`src/rtl/ofd_pkg.sv`:
```
// Shared limits and helpers for the double-buffered output register bank.
package ofd_pkg;

  localparam int unsigned NCH_MAX   = 32;
  localparam int unsigned W_MAX     = 16;
  localparam int unsigned DEPTH_MAX = 4;

  // Bit offset of channel k inside a packed NCH*W vector.
  function automatic int unsigned chan_slice(input int unsigned k, input int unsigned w);
    return k * w;
  endfunction

  function automatic bit params_ok(input int unsigned nch, input int unsigned w,
                                   input int unsigned depth);
    return (nch >= 1) && (nch <= NCH_MAX) && (w >= 1) && (w <= W_MAX) &&
           (depth >= 1) && (depth <= DEPTH_MAX);
  endfunction

endpackage

```
`src/rtl/ofd_pipe.sv`:
```
// Clock-enabled register chain with async reset; zero stages degenerates to a wire.
module ofd_pipe #(
  parameter int unsigned       Width  = 1,
  parameter int unsigned       Stages = 1,
  parameter logic [Width-1:0]  RstVal = '0
) (
  input  logic             clk,
  input  logic             clr,
  input  logic             ce,
  input  logic [Width-1:0] din,
  output logic [Width-1:0] dout
);

  if (Stages == 0) begin : g_bypass
    assign dout = din;
  end else begin : g_chain
    logic [Width-1:0] stage_q [Stages];

    always_ff @(posedge clk or posedge clr) begin
      if (clr) begin
        for (int i = 0; i < Stages; i++) stage_q[i] <= RstVal;
      end else if (ce) begin
        stage_q[0] <= din;
        for (int i = 1; i < Stages; i++) stage_q[i] <= stage_q[i-1];
      end
    end

    assign dout = stage_q[Stages-1];
  end

endmodule

```
`src/rtl/ofd_bank.sv`:
```
// Double-buffered output register bank: masked shadow load, atomic commit, retimed Q
// and a commit-acknowledge that rises together with the new Q.
module ofd_bank
  import ofd_pkg::*;
#(
  parameter int unsigned         NCH   = 4,
  parameter int unsigned         W     = 1,
  parameter int unsigned         DEPTH = 1,
  parameter logic [NCH*W-1:0]    INIT  = '0
) (
  input  logic             CK,
  input  logic             CLR,
  input  logic             CE,
  input  logic [NCH*W-1:0] D,
  input  logic [NCH-1:0]   WMASK,
  input  logic             LD,
  input  logic             UPD,
  output logic [NCH*W-1:0] Q,
  output logic             PEND,
  output logic             ACK
);

  localparam int unsigned NW = NCH * W;

  if (!params_ok(NCH, W, DEPTH)) begin : g_param_check
    $fatal(1, "ofd_bank: NCH, W or DEPTH out of range");
  end

  logic [NW-1:0] shadow_q, commit_q, commit_d, merged;
  logic          pend_q, pend_d;

  // Shadow with this cycle's masked write applied; also the commit source so that
  // a same-cycle LD+UPD commits the new data.
  always_comb begin
    merged = shadow_q;
    if (LD) begin
      for (int unsigned k = 0; k < NCH; k++) begin
        if (WMASK[k]) merged[chan_slice(k, W) +: W] = D[chan_slice(k, W) +: W];
      end
    end
  end

  always_comb begin
    commit_d = UPD ? merged : commit_q;
    pend_d   = pend_q;
    if (UPD)                  pend_d = 1'b0;
    else if (LD && |WMASK)    pend_d = 1'b1;
  end

  always_ff @(posedge CK or posedge CLR) begin
    if (CLR) begin
      shadow_q <= INIT;
      commit_q <= INIT;
      pend_q   <= 1'b0;
    end else if (CE) begin
      shadow_q <= merged;
      commit_q <= commit_d;
      pend_q   <= pend_d;
    end
  end

  ofd_pipe #(
    .Width  (NW),
    .Stages (DEPTH - 1),
    .RstVal (INIT)
  ) u_data_pipe (
    .clk  (CK),
    .clr  (CLR),
    .ce   (CE),
    .din  (commit_q),
    .dout (Q)
  );

  ofd_pipe #(
    .Width  (1),
    .Stages (DEPTH),
    .RstVal (1'b0)
  ) u_token_pipe (
    .clk  (CK),
    .clr  (CLR),
    .ce   (CE),
    .din  (UPD),
    .dout (ACK)
  );

  assign PEND = pend_q;

endmodule

```
`config.mk`:
```
export PLATFORM = sky130hd
export DESIGN_NAME = ofd_bank
export DESIGN_NICKNAME = d
export VERILOG_FILES = /design/src/rtl/ofd_pkg.sv /design/src/rtl/ofd_pipe.sv /design/src/rtl/ofd_bank.sv
export SDC_FILE = /design/constraint.sdc
export NUM_CORES = 1
export LEC_CHECK = 0
export BUFFER_PORTS_ARGS = -buffer_cell sky130_fd_sc_hd__buf_2
export CAP_MARGIN = 20
export CORE_AREA = 2 2 39 41
export DETAILED_ROUTE_END_ITERATION = 8
export DIE_AREA = 0 0 41 43
export HOLD_SLACK_MARGIN = 0.1
export MAX_ROUTING_LAYER = met4
export SLEW_MARGIN = 20
export SYNTH_ARGS = -nofsm -noshare
export SYNTH_HDL_FRONTEND = slang
export SYNTH_SLANG_ARGS = --single-unit
```
`constraint.sdc`:
```
create_clock -name CK -period 1.1 [get_ports CK]
set_clock_uncertainty 0.1 [all_clocks]
set_input_delay 0.055 -clock CK [delete_from_list [all_inputs] [get_ports CK]]
set_output_delay 0.055 -clock CK [all_outputs]
set_load 0.01 [all_outputs]
```
==> results.md <==
- Status: finished clean
- CP Class: in -> reg
- Maximum vdd drop: ~660 uV
- Worst R2R Setup Slack: roughly 0.23 ns
- Clock Pin Slew Worst Setup and Hold Paths: about 0.060 ns
- Syn Nets: 55
- Global-route wire length before repair: 1610 um
- Vias in the first global route: ~380
- Detail Route Antenna Nets: 0
- Fin. Hold Viols: 0
- CORE AREA: around 1400 um^2
- Tot Pwr: 0.00100 W
- RSZ-0062 raised after global routing: no
- Slew headroom: 75.3%
- Synth Register Bits: 10
- Hpwl dp: 706 um
- H-tree levels: 1
- Drc violations: 0
- Initial antenna violation count: 0
- CTS tree: done
- Pins Over Slew Limit: 0
- Worst hold-check path type: in -> reg
- Critical R2R Launch: u_token_pipe.dout
- Finished Core Util: 49.2%
- RR Endpoint: u_token_pipe.dout
- I/O pin count: 19
- R2r worst-path depth: 1
- Sequential share of the synthesized area: 55.1%
- Starting Density: 32.8%
- Area Growth Syn to Fin: 49.9%
- Startpoint types: input port
- Syn_area_per_cell: 10.8 um^2
- Worst setup EP type: flip-flop
- Clk_lat worst skew: 0.26 ns
- Crit path required time: roughly 1.1 ns
- Critical Path AT: 1.13 ns
- DRT Wirelength: 967 um
- Drt first pass iters: 4
- Syn Std Cell Area: 454 um^2
- Die W: 41 um
- Via Count: 413
- Min-delay src: WMASK[2]
- Die height: 43 um
- Worst-path fanout max: 6
- Hold endpoint: shadow_q[2]
- Final GP Congestion: ~0.68
- Final Critical Period: 1.09 ns
- Postcts setup bufs: 0
- Share of post-route cells with drive strength above 1: 40.8%
- Cell Rows: 14
- CTS max path bufs: 2
- Distinct cell type count after synthesis: 12
- PwrDens: 1470 nW/um^2
- TritonCTS Sinks: 10
- Die ar.: 1760 um^2
- Hold Path Stages: 3
- Number of fill cells: 138
- GRT overflow: 0
- Setup Viol. Count Final: 0
- Ant diodes: 0
- Via/cell ratio: 4.75
- PortBufs: 18
- Leakage: 0.337 nW
- Maxcap violations: 0
- Final net count: 85
- Initial DRC Count: 7
- Slew at the pin with the worst max-slew slack: between 0.3 and 0.4 ns
- Root Driver: clkbuf_4
- Highest clock rate: ~910 MHz
- CTS buffer count: 3
- Total Routing Usage GR: around 15%
- Synthesized instance count: 42
- Warnings from Yosys: 0
- Largest net degree at the start of global routing: 11
- Wire per inst: 11.1 um
- Final period util: 99.4%
==> worst max path at each step <==
stage                         to      from
2_1_floorplan               PEND  WMASK[0]
3_3_place_gp                PEND  WMASK[0]
3_5_place_dp                PEND  WMASK[0]
4_1_cts              commit_q[3]       UPD
5_1_grt        u_token_pipe.dout        CE
6_report       u_token_pipe.dout        CE
==> cell type report <==
| type | count | area, um^2 | share of cell area (%) |
|---|---|---|---|
| Multi-Input combinational cell | 29 | 193 | 28.3 |
| Sequential cell | 10 | 250 | 36.8 |
| Clock buffer | 4 | 36.3 | 5.33 |
| Tap cell | 16 | 20.0 | 2.94 |
| Timing Repair Buffer | 27 | 178 | 26.1 |
| Inverter | 1 | 3.75 | 0.551 |
==> worst max-delay path: stages <==
cell	delay, ns
buf_2	0.13
dlygate4sd3_1	0.60
mux2_2	0.35
==> cells in the mapped netlist (all sizes together) <==
cell type | count | area, um^2
dfrtp | 10 | 250
mux2 | 5 | 56.3
nor2 | 5 | 18.8
a21oi | 4 | 20.0
mux2i | 4 | 40.0
nand2 | 4 | 15.0
nand3 | 4 | 20.0
buf | 2 | 10.0
a31oi | 1 | 6.26
and2 | 1 | 6.26
inv | 1 | 3.75
or4 | 1 | 7.51
==> power breakdown <==
| group | internal, W | switching (W) | total [W] |
|---|---|---|---|
| registers | 0.000431 | 0.0000318 | 0.000463 |
| logic | 0.000119 | 0.0000991 | 0.000218 |
| clock network | 0.000201 | 0.000120 | 0.000321 |
==> what timing repair did <==
| action | 4_1_cts | 5_1_grt |
|---|---|---|
| endpoints found under the setup margin | 0 | 4 |
| gates resized for setup | 0 | 2 |
| hold buffers | 7 | 1 |
| hold endpoints to repair | 20 | 4 |
==> cell families (layout without fill, tap and decap cells) <==
family / count (synthesis) / count (layout) / synth area share (%)
and+or+nand+nor: 15 / 15 / 14.9
DFF: 10 / 10 / 55.1
muxes: 9 / 9 / 21.2
AOI/OAI and AO/OA: 5 / 5 / 5.79
buffers and inverters: 3 / 32 / 3.03
==> layout by cell type, fill, tap and decap left out, types with 3 or more instances in the layout <==
cell type,n
a21oi_1,4
buf_2,18
clkbuf_4,3
dfrtp_1,10
dlygate4sd3_1,8
mux2_2,5
mux2i_1,4
nand2_1,4
nand3_1,4
nor2_1,5
==> per-stage QoR <==
stage / instances / hold WS (ns) / setup TNS (ns) / worst slack, ns / area [um^2]
global placement: 75 / -0.0517 / -0.0166 / -0.0166 / 562
CTS: 86 / 0.0253 / 0 / 0.0165 / 668
detailed placement: 75 / -0.0540 / -0.0296 / -0.0296 / 562
global route: 87 / 0.0781 / 0 / 0.000767 / 681
finish: 87 / 0.0756 / 0 / 0.00704 / 681
floorplan: 42 / -0.205 / 0 / 0.114 / 454
==> flip-flops by register name, summed over array words and instances (netlist names) <==
signal             flops
commit_q               4
shadow_q               4
PEND                   1
u_token_pipe.dout      1
==> layer usage <==
metal  wire length, um  GRT usage (%)  vias to the layer above  part of all wire [%]
met2               488           20.6                       13                    50
met3                52           4.71                        2                   5.4
met1               415           17.5                      193                    43
li1                  -              -                      205                     -
met5                 0              -                        -                     0
met4                10           8.00                        0                   1.0
(Power assumes the default switching activity.)
